## src/rtl/knn_pkg.sv

```systemverilog
// Shared types and constants for the k-NN query sequencer.
`timescale 1ns/1ps
package knn_pkg;

    localparam int COORD_W = 8;
    localparam int CLASS_N = 5;

    typedef enum logic [2:0] {
        IDLE,
        ISSUE,
        WAIT,
        VOTE,
        OUT
    } knn_state_t;

    typedef struct packed {
        logic signed [COORD_W-1:0] x;
        logic signed [COORD_W-1:0] y;
        logic                      k5;
    } knn_query_t;

    function automatic logic [2:0] popcount(input logic [CLASS_N-1:0] v);
        logic [2:0] n;
        n = '0;
        for (int i = 0; i < CLASS_N; i++) begin
            n = n + {2'b00, v[i]};
        end
        return n;
    endfunction

endpackage

```

## src/rtl/knn_query_fifo.sv

```systemverilog
// Synchronous FIFO with occupancy level; head word is visible combinationally on rdata.
`timescale 1ns/1ps
module knn_query_fifo #(
    parameter int DEPTH = 4,
    parameter int WIDTH = 17
) (
    input  logic                     clk,
    input  logic                     reset,
    input  logic                     push,
    input  logic                     pop,
    input  logic [WIDTH-1:0]         wdata,
    output logic [WIDTH-1:0]         rdata,
    output logic                     full,
    output logic                     empty,
    output logic [$clog2(DEPTH):0]   level
);
    localparam int AW = $clog2(DEPTH);

    logic [WIDTH-1:0] mem [DEPTH];
    logic [AW-1:0]    wr_ptr;
    logic [AW-1:0]    rd_ptr;
    logic             do_push;
    logic             do_pop;

    assign full    = (level == (AW+1)'(DEPTH));
    assign empty   = (level == '0);
    assign do_push = push && !full;
    assign do_pop  = pop && !empty;
    assign rdata   = mem[rd_ptr];

    always_ff @(posedge clk or negedge reset) begin
        if (!reset) begin
            wr_ptr <= '0;
            rd_ptr <= '0;
            level  <= '0;
        end else begin
            if (do_push) wr_ptr <= wr_ptr + AW'(1);
            if (do_pop)  rd_ptr <= rd_ptr + AW'(1);
            case ({do_push, do_pop})
                2'b10:   level <= level + (AW+1)'(1);
                2'b01:   level <= level - (AW+1)'(1);
                default: level <= level;
            endcase
        end
    end

    // Storage needs no reset; pointers and level define validity.
    always_ff @(posedge clk) begin
        if (do_push) mem[wr_ptr] <= wdata;
    end

endmodule

```

## src/rtl/knn_query_ctrl.sv

```systemverilog
// k-NN query sequencer: buffers queries, drives the distance engine, votes and returns results.
// Define KNN_TIMEOUT_EN to enable the WAIT-state watchdog limited by TIMEOUT_CYCLES.
`timescale 1ns/1ps
module knn_query_ctrl
    import knn_pkg::*;
#(
    parameter int DEPTH          = 4,
    parameter int LAT_W          = 16,
    parameter int TIMEOUT_CYCLES = 1023
) (
    input  logic                      clk,
    input  logic                      reset,
    input  logic                      q_valid,
    output logic                      q_ready,
    input  logic signed [COORD_W-1:0] q_x,
    input  logic signed [COORD_W-1:0] q_y,
    input  logic                      q_k5,
    output logic                      eng_start,
    output logic signed [COORD_W-1:0] eng_x,
    output logic signed [COORD_W-1:0] eng_y,
    input  logic                      eng_done,
    input  logic [CLASS_N-1:0]        eng_class,
    output logic                      res_valid,
    input  logic                      res_ready,
    output logic                      res_class,
    output logic                      res_k5,
    output logic [LAT_W-1:0]          res_latency,
    output logic                      res_timeout,
    output logic                      busy,
    output logic [$clog2(DEPTH):0]    fifo_level
);
    // state | meaning
    // IDLE  | waiting for a queued query; pops the FIFO head
    // ISSUE | eng_start pulse, latency counter cleared
    // WAIT  | counting cycles until eng_done (or watchdog expiry)
    // VOTE  | majority vote, result registers loaded
    // OUT   | res_valid held until res_ready

    knn_state_t         state;
    knn_state_t         state_n;
    knn_query_t         q_in;
    knn_query_t         head;
    logic               fifo_full;
    logic               fifo_empty;
    logic               fifo_pop;
    logic               k5_q;
    logic [CLASS_N-1:0] class_q;
    logic [LAT_W-1:0]   cnt;
    logic               to_q;
    logic               wd_expire;
    logic               vote;

    assign q_in     = '{x: q_x, y: q_y, k5: q_k5};
    assign q_ready  = !fifo_full;
    assign fifo_pop = (state == IDLE) && !fifo_empty;

    knn_query_fifo #(
        .DEPTH (DEPTH),
        .WIDTH ($bits(knn_query_t))
    ) u_fifo (
        .clk   (clk),
        .reset (reset),
        .push  (q_valid),
        .pop   (fifo_pop),
        .wdata (q_in),
        .rdata (head),
        .full  (fifo_full),
        .empty (fifo_empty),
        .level (fifo_level)
    );

`ifdef KNN_TIMEOUT_EN
    localparam int WD_W = $clog2(TIMEOUT_CYCLES + 1);
    logic [WD_W-1:0] wd_cnt;

    // Down-counter reaches zero in the same cycle the latency count reaches TIMEOUT_CYCLES.
    always_ff @(posedge clk or negedge reset) begin
        if (!reset) begin
            wd_cnt <= '0;
        end else if (state == ISSUE) begin
            wd_cnt <= WD_W'(TIMEOUT_CYCLES - 1);
        end else if (state == WAIT && wd_cnt != '0) begin
            wd_cnt <= wd_cnt - WD_W'(1);
        end
    end

    assign wd_expire = (state == WAIT) && (wd_cnt == '0);
`else
    assign wd_expire = 1'b0;
`endif

    assign vote = k5_q ? (popcount(class_q) >= 3'd3)
                       : (popcount({2'b00, class_q[2:0]}) >= 3'd2);

    always_comb begin
        state_n = state;
        case (state)
            IDLE:    if (!fifo_empty) state_n = ISSUE;
            ISSUE:   state_n = WAIT;
            WAIT:    if (eng_done || wd_expire) state_n = VOTE;
            VOTE:    state_n = OUT;
            OUT:     if (res_ready) state_n = IDLE;
            default: state_n = IDLE;
        endcase
    end

    always_ff @(posedge clk or negedge reset) begin
        if (!reset) begin
            state       <= IDLE;
            eng_start   <= 1'b0;
            eng_x       <= '0;
            eng_y       <= '0;
            k5_q        <= 1'b0;
            class_q     <= '0;
            cnt         <= '0;
            to_q        <= 1'b0;
            res_valid   <= 1'b0;
            res_class   <= 1'b0;
            res_k5      <= 1'b0;
            res_latency <= '0;
            res_timeout <= 1'b0;
            busy        <= 1'b0;
        end else begin
            state     <= state_n;
            eng_start <= (state_n == ISSUE);
            busy      <= (state_n != IDLE);
            res_valid <= (state_n == OUT);
            if (fifo_pop) begin
                eng_x <= head.x;
                eng_y <= head.y;
                k5_q  <= head.k5;
            end
            case (state)
                ISSUE: cnt <= '0;
                WAIT: begin
                    if (cnt != '1) cnt <= cnt + LAT_W'(1);
                    if (eng_done) begin
                        class_q <= eng_class;
                        to_q    <= 1'b0;
                    end else if (wd_expire) begin
                        class_q <= '0;
                        to_q    <= 1'b1;
                    end
                end
                VOTE: begin
                    res_class   <= vote;
                    res_k5      <= k5_q;
                    res_latency <= cnt;
                    res_timeout <= to_q;
                end
                default: ;
            endcase
        end
    end

endmodule
```

## config.mk

```make
export PLATFORM = sky130hd
export DESIGN_NAME = knn_query_ctrl
export DESIGN_NICKNAME = d
export VERILOG_FILES = /design/src/rtl/knn_pkg.sv /design/src/rtl/knn_query_fifo.sv /design/src/rtl/knn_query_ctrl.sv
export SDC_FILE = /design/constraint.sdc
export NUM_CORES = 1
export LEC_CHECK = 0
export ABC_AREA = 1
export CORE_MARGIN = 5
export CORE_UTILIZATION = 53
export DETAILED_ROUTE_END_ITERATION = 16
export HOLD_SLACK_MARGIN = 0.02
export PLACE_DENSITY = 0.83
export SKIP_CTS_REPAIR_TIMING = 1
export SLEW_MARGIN = 20
export SYNTH_ARGS = -nofsm -noshare
export SYNTH_HDL_FRONTEND = slang
export SYNTH_HIERARCHICAL = 1
export SYNTH_SLANG_ARGS = --single-unit
```

## constraint.sdc

```tcl
create_clock -name clk -period 2.7 [get_ports clk]
set_clock_uncertainty 0.1 [all_clocks]
set_input_delay 0.405 -clock clk [delete_from_list [all_inputs] [get_ports clk]]
set_output_delay 0.405 -clock clk [all_outputs]
set_load 0.03 [all_outputs]
```

==> flow_results.org, run 1 <==
** Timing
- Setup violations remaining at the end of the flow were counted as 0.
- Measured slew at the worst slew-check pin :: 0.7742 ns
- Min cycle time layout :: 2.322 ns
- Across all hold checks on the routed design, the worst slack comes to 0.3757 ns.
- Unrepaired setup endpoints after global routing :: no
- The final number of hold-violating endpoints was 0.
- Number of slew-limit violations in the final report :: 0
- After layout, the worst path uses a little under nine tenths of the clock period.
- For this run, the top clock speed supported by timing is 430.6 MHz.
- The worst pin sits at a relative slew slack of 48.33%.
- Setup Total Neg Slack :: 0 ns

** GRT
- The number of antenna violations at the first check in global routing came to 0.
- The number of global-route vias before repair was 4474.
- In the global route stage, overall resource usage came out at 20.07%.
- Global routing finished with a remaining overflow of 0.
- Maximum number of pins on one net before global-route repair :: 40
- Wire length of the first global-routing pass :: 21070 um

** Routing
- Detailed-route via count :: between 4000 and 5000
- Dividing the detail-routed via count by the number of cells gives 5.170.
- Length of the first detailed-routing pass in iterations :: 5
- The detail route stage leaves a number of antenna-violating nets equal to 0.
- Sum of routed wire length over all layers :: 12690 um
- Initial drt markers :: 338
- After detailed routing, the average wire length per cell comes to approximately 15 um.
- Residual DRC count :: 0

** Yosys
- In the synthesized netlist the dominant register cell turns out to be dfrtp_1.
- Sequential-to-total area share from yosys stat :: 62.30%
- Netlist Area Pre-Place :: between 0.006 and 0.007 sq mm
- Post-synthesis cell count :: 606
- Library cell with the highest instance count after synthesis :: nand2_1
- Of all cell types, the one taking the most synthesized area is edfxtp_1.
- Commonest cells post-synth :: nand2_1 (204), inv_1 (86), dfrtp_1 (69), edfxtp_1 (68), nor2_1 (30)
- Number of flops mapped to enable cells by yosys :: 68
- After synthesis, the share of flip-flops with an asynchronous set or reset is 50.36%.
- Yosys cell types :: 33
- In this run the biggest area consumer among cell types represents 33.75% of the synthesized area.
- After synthesis the netlist holds a flip-flop and latch count of between 100 and 150.
- Ranking of synthesized cells by area :: edfxtp_1 (34%), dfrtp_1 (29%), nand2_1 (13%)
- Dividing the synthesized area by the synthesized cell count gives 9.983 sq um.
- Synthesis produced a netlist with a net count of 644.
- Yosys printed 6 warnings.

** Critical path
- CP arrival :: 1.82 ns
- The setup path with the least slack is of type flop to output port.
- Library cell appearing most often on the critical path :: inv_1
- Crit-path slowest cell :: clkdlybuf4s50_1
- For this run, the slowest stage of the critical path takes 0.65 ns.
- Startpoint Class :: flop
- Max Fanout on Critical Path :: 4
- The worst setup path is captured at an output port.
- Chain of cells forming the critical path :: inv_1, nand3_1, inv_1, inv_1, clkdlybuf4s50_1
- Data required, critical path :: 2.19 ns

** Power and ir drop
- Static Leakage :: 3.365 nW
- Pwr/cell area :: ~1100 mW/mm^2
- Across the VDD grid, the largest voltage drop is 0.8997 mV.

** Floorplan
- Measured along the y axis, the die boundary spans 116.8 um.
- The floorplan has 39 rows.
- Number of placed I/O pins :: between 60 and 70
- The initial utilization of the core area, before any placement, comes to 53.44%.
- The floorplan step defined a core boundary enclosing 0.01132 sq mm.
- Die footprint :: between 0.01 and 0.015 sq mm
- Die width :: 116.8 um

** CTS
- Number of buffers added by the clock tree synthesis step :: 17
- Clock latency on the worst-skew pair :: 0.42 ns
- Clock tree synthesis selected as its root buffer the cell clkbuf_16.
- The clock drives 137 sinks.
- TritonCTS clock tree :: built
- After clock tree synthesis, the clock-pin slew on the worst setup and hold paths is 0.06 ns.
- Counting along the longest clock path gives a buffer depth of 2.
- Count of H-tree levels built during CTS :: 4

** Final layout
- In the final layout, the share of cells above drive strength 1 is 9.510%.
- Area growth syn-to-layout :: 23.50%
- 0 antenna diodes ended up in the layout.
- The layout has 862 filler cells.
- Multi-input combinational cell area :: approximately 0.0018 sq mm
- # nets final :: 719
- Across the whole layout, storage elements account for 0.003769 sq mm.

** Worst hold path
- Worst hold-check path type :: flop to flop

** Flow run
- The tool flagged a number of max-cap violations equal to 0.

** Status
- The flow ran to the end, and the final reports show no timing, DRC or antenna violations.

** Place
- RePlAce Congestion :: between 0.8 and 0.9
- Number of port buffers :: 67
- Detailed placement finished with a half-perimeter wire length of about 8500 um.
==> report_power, final <==
part | total [mW] | internal (mW) | switching, mW
clock network | 2.34 | 1.46 | 0.873
registers | 3.01 | 2.74 | 0.268
logic | 3.14 | 1.06 | 2.08
total | 8.49 | 5.26 | 3.22
==> layer usage <==
layer  up-vias  share of wire [%]  global-route usage [%]
met2       145                 52                   34.70
li1       2094                  -                       -
met5         -                  0                       0
met4         0                2.8                   10.55
met1      2056                 40                   23.98
met3        32                5.3                   3.599
==> critical path, delay by kind of cell, from the launching register on <==
| family | cells | cell delay, ns |
|---|---|---|
| buffers and inverters | 4 | 0.86 |
| flip-flops | 1 | 0.39 |
| AND/OR/NAND/NOR | 1 | 0.15 |
==> final cells by class <==
class                           instances  area share [%]
Timing Repair Buffer                   76           10.18
Inverter                               90           4.522
Sequential cell                       137           50.44
Clock inverter                         13           2.278
Multi-Input combinational cell        359           24.38
Clock buffer                           19           5.795
Tap cell                              143           2.395
==> kinds of logic (layout without fill, tap and decap cells) <==
family / after synthesis / in the layout / synth area share [%]
and+or+nand+nor: 277 / 277 / 19.01
adders and majority gates: 11 / 11 / 2.647
buffers and inverters: 110 / 198 / 7.590
other: 1 / 1 / 0.06199
DFF: 137 / 137 / 62.30
AOI/OAI and AO/OA: 66 / 66 / 7.818
xor gates and xnor gates: 4 / 4 / 0.5792
==> flip-flops by register name, summed over array words and instances, names as in the netlist, 2 cells and up <==
| name | cells |
|---|---|
| class_q | 5 |
| cnt | 16 |
| eng_x | 8 |
| eng_y | 8 |
| res_latency | 16 |
| state | 3 |
| u_fifo/level | 3 |
| u_fifo/mem | 68 |
| u_fifo/rd_ptr | 2 |
| u_fifo/wr_ptr | 2 |
==> placed cells by master, fill, tap and decap left out, types with 2 or more instances in the layout <==
cell,Yosys,final
fa_1,3,3
buf_4,1,6
nand2_1,204,204
nand4_1,3,3
xor2_1,3,3
clkdlybuf4s50_1,0,66
clkinvlp_4,0,3
inv_6,0,4
clkinv_4,0,2
nand2_2,3,3
nor2_4,2,2
nand2_4,2,2
nand3_1,25,25
a21oi_1,7,7
edfxtp_1,68,68
o31ai_1,2,2
nor2_1,30,30
o21ai_0,21,21
bufinv_16,0,3
clkbuf_16,0,17
ha_1,8,8
o211ai_2,9,9
nor2_2,3,3
inv_2,3,3
inv_1,86,86
o211ai_1,25,25
dfrtp_1,69,69
clkbuf_1,5,2
buf_12,0,2
o21ai_2,2,2
==> worst paths after layout <==
path	from	to	slack (ns)	cells after the start
worst max-delay path	u_fifo/level[0]$_DFFE_PN0P_	q_ready	0.38	5
worst min-delay path	res_latency[6]$_DFFE_PN0P_	res_latency[6]$_DFFE_PN0P_	0.38	2
worst max register to register	class_q[1]$_DFFE_PN0P_	res_class$_DFFE_PN0P_	0.45	10
worst min register to register	res_latency[6]$_DFFE_PN0P_	res_latency[6]$_DFFE_PN0P_	0.38	2
max in group asynchronous	reset	eng_x[1]$_DFFE_PN0P_	1.36	3
min in group asynchronous	reset	eng_x[3]$_DFFE_PN0P_	0.48	2
==> per-stage QoR <==
| stage | cell area [sq um] | power [mW] | setup slack (ns) | cells | util, % |
|---|---|---|---|---|---|
| final | 7471 | 8.487 | 0.3777 | 837 | 65.99 |
| after global routing | 7471 | 9.025 | 0.2503 | 837 | 65.99 |
| after CTS | 7461 | 8.548 | 0.3626 | 836 | 65.90 |
| after detailed placement | 6858 | 6.160 | 0.4358 | 804 | 60.58 |
| after global placement | 6858 | 6.019 | 0.5517 | 804 | 60.58 |
| after floorplan | 6050 | 5.156 | 0.2441 | 606 | - |
Note: power is estimated with default switching activity, not from simulation.
==> run 2, diff against run 1 <==
Settings changed: RECOVER_POWER set to 100.
==> flow_results.org, run 2 (synthesized netlist as in run 1, its figures left out) <==
** Status
- Outcome: finished with violations (was complete, no violations).
- The final reports fail on max-capacitance violations, max-slew violations.

** Floorplan
- Die width :: 116.8 um (unchanged)
- The height of the die came to 116.8 um (unchanged).
- Die footprint :: 0.01365 sq mm (unchanged)
- Core footprint :: 0.01132 sq mm (unchanged)
- Initial cell density of the core :: 53.44% (unchanged)
- The floorplan row count was 39 (unchanged).
- Number of placed I/O pins :: 69 (unchanged)

** Timing
- Normalized max-slew margin :: -14.90% (was 48.33%)
- Unrepaired setup endpoints after global routing :: no (unchanged)
- The transition time of the tightest slew-check pin was 1.723 ns (was 0.7742 ns).
- The final critical-path setup slack was 0.3017 ns (was 0.3777 ns).
- The aggregate negative setup slack was 0 ns (unchanged).
- Min cycle time layout :: 2.398 ns (was 2.322 ns)
- Total of endpoints with negative setup slack in the final report :: 0 (unchanged)
- The final cycle utilization of the critical path is 88.82% (was 86.01%).
- Max frequency :: 417.0 MHz (was 430.6 MHz)
- Final Hold Vio Count :: 0 (unchanged)
- The worst hold slack was 0.3700 ns (was 0.3757 ns).
- The number of slew-limit violations in the final report is 31 (was 0).

** Place
- Detailed Place HPWL :: 8531 um (unchanged)
- Post-placement cell count :: 804 (unchanged)
- Worst setup slack before clock tree synthesis :: 0.4358 ns (unchanged)
- Number of port buffers :: 67 (unchanged)
- RePlAce Congestion :: 0.8693 (unchanged)
- Dpl cell area :: 0.006858 sq mm (unchanged)

** GRT
- The number of antenna violations at the first check in global routing came to 0 (unchanged).
- The number of global-route vias before repair is 4474 (unchanged).
- Maximum number of pins on one net before global-route repair :: 40 (unchanged)
- Wire length of the first global-routing pass :: 21070 um (unchanged)
- Congestion Overflow GR :: 0 (unchanged)
- The overall routing resource usage came to 20.07% (unchanged).

** Critical path
- The data arrival time of the worst path was 1.89 ns (was 1.82 ns).
- The reg-to-reg startpoint is u_fifo/level[0]$_DFFE_PN0P_ (was class_q[1]$_DFFE_PN0P_).
- Worst r2r dst :: u_fifo/mem[3][5]$_DFFE_PP_ (was res_class$_DFFE_PN0P_)
- The element type at the critical path start was a flop (unchanged).
- The maximum fanout along the worst path is 4 (unchanged).
- Logic depth of the worst register-to-register path :: 5 (was 10)
- The data required time of the critical path is 2.19 ns (about the same).
- Worst Setup End Kind :: output port (unchanged)
- The worst setup slack for register-to-register paths was 0.39 ns (was 0.45 ns).
- Worst Path Class, Setup :: flop to output port (unchanged)

** Worst hold path
- The hold path endpoint was eng_y[3]$_DFFE_PN0P_ (was res_latency[6]$_DFFE_PN0P_).
- Hold Path Stages :: 2 (unchanged)
- Worst hold-check path type :: flop to flop (unchanged)
- The worst min-delay path startpoint was eng_y[3]$_DFFE_PN0P_ (was res_latency[6]$_DFFE_PN0P_).

** CTS
- The clock tree buffer depth came to 2 (unchanged).
- Root Buffer Master :: clkbuf_16 (unchanged)
- The count of clock tree sinks came to 137 (unchanged).
- The clock latency on the worst-skew pair is 0.42 ns (about the same).
- Register clock-pin slew on the reported worst setup and hold paths :: 0.06 ns (about the same)
- The clock tree from TritonCTS is built (unchanged).
- The H-tree depth is 4 (unchanged).
- Number of buffers added by the clock tree synthesis step :: 17 (unchanged)

** Flow run
- The number of max-cap violations came to 1 (was 0).

** Routing
- Post-detailed-route count of antenna-violating nets :: 0 (unchanged)
- Via density :: 5.122 (was 5.170)
- The number of detailed-routing iterations run before antenna repair is 4 (was 5).
- The total DRC errors in the routed layout came to 0 (unchanged).
- The total via count in the routed design is 4287 (was 4327).
- Detail-routed net length per standard cell :: 15.09 um (was 15.16 um)
- The routed wire length was 12630 um (was 12690 um).
- Initial drt markers :: 374 (was 338)

** Final layout
- The register ranked first by flip-flop count is u_fifo/mem (unchanged).
- The number of flip-flops under the largest register name is 68 (unchanged).
- The total of fill cells in the finished design came to 879 (was 862).
- Largest registers in the final layout: u_fifo/mem (68), cnt (16), res_latency (16) (unchanged).
- Leading cell types in the layout, fill and taps excluded :: nand2_1 (207), inv_1 (87), dfrtp_1 (69) (was nand2_1 (204), inv_1 (86), dfrtp_1 (69))
- Post-route non-filler standard cell count :: 837 (unchanged)
- Area growth syn-to-layout :: 22.36% (was 23.50%)
- # nets final :: 719 (unchanged)
- Antenna Cells :: 0 (unchanged)
- The most frequent standard cell in the layout excluding fill and tap cells is nand2_1 (unchanged).
- Fraction of final layout cells sized beyond drive strength 1 :: 7.349% (was 9.510%)
- The post-route standard cell area excluding fillers is 0.007402 sq mm (was 0.007471 sq mm).

** Power and ir drop
- Pwr/cell area :: 1126 mW/mm^2 (was 1136 mW/mm^2)
- The largest voltage drop on the vdd net is 0.8996 mV (was 0.8997 mV).
- Static Leakage :: 3.421 nW (was 3.365 nW)
==> run 2: where the power goes <==
part / switching [mW] / leakage [nW] / internal [mW]
logic: 2.05 / 1.62 / 0.946
clock network: 0.871 / 0.285 / 1.46
registers: 0.253 / 1.51 / 2.75
==> run 2: worst max path at each step <==
stage                                      startpoint                     endpoint  slack, ns  cells past startpoint
after global routing               cnt[1]$_DFFE_PN0P_           cnt[9]$_DFFE_PN0P_       0.16                      8
final                     u_fifo/level[0]$_DFFE_PN0P_                      q_ready       0.30                      5
after floorplan           u_fifo/level[0]$_DFFE_PN0P_  u_fifo/level[2]$_DFFE_PN0P_       0.24                     16
after CTS                 u_fifo/level[0]$_DFFE_PN0P_                      q_ready       0.36                      5
after global placement         class_q[1]$_DFFE_PN0P_        res_class$_DFFE_PN0P_       0.55                     10
after detailed placement       class_q[1]$_DFFE_PN0P_        res_class$_DFFE_PN0P_       0.44                     10
==> run 2: per-stage QoR <==
| step | power (mW) | utilization (%) |
|---|---|---|
| floorplan | 5.156 | - |
| global placement | 6.019 | 60.58 |
| detailed placement | 6.160 | 60.58 |
| CTS | 8.548 | 65.90 |
| global route | 8.879 | 65.38 |
| finish | 8.331 | 65.38 |
==> run 2: metal layers <==
layer  wire (um)  track usage, %  vias up
met5           0               0        -
met4         289           10.55        0
met3         589           3.599       24
met2        6550           34.70      109
met1        5198           23.98     2054
li1            -               -     2100
==> run 2: final cells by class <==
type / instances / area, sq um / share of cell area [%]
clock buffers: 19 / 432.9 / 5.849
multi-input cells: 359 / 1772 / 23.94
clock inverters: 13 / 170.2 / 2.299
flip-flops and latches: 137 / 3769 / 50.91
repair buffers: 76 / 742.0 / 10.02
inverters: 90 / 337.8 / 4.564
well taps: 143 / 178.9 / 2.417
==> run 2: critical path: stages, from the launching register on <==
cell and delay, ns:
dfrtp_1 0.41, inv_1 0.12, nand3_1 0.16, inv_1 0.08, inv_1 0.03, dlygate4sd3_1 0.67
==> run 3, diff against run 2 <==
Settings changed: ABC_CLOCK_PERIOD_IN_PS set to 2700.
==> results of run 3 <==
The final DEF is identical to that of run 2; final timing and power are the same.
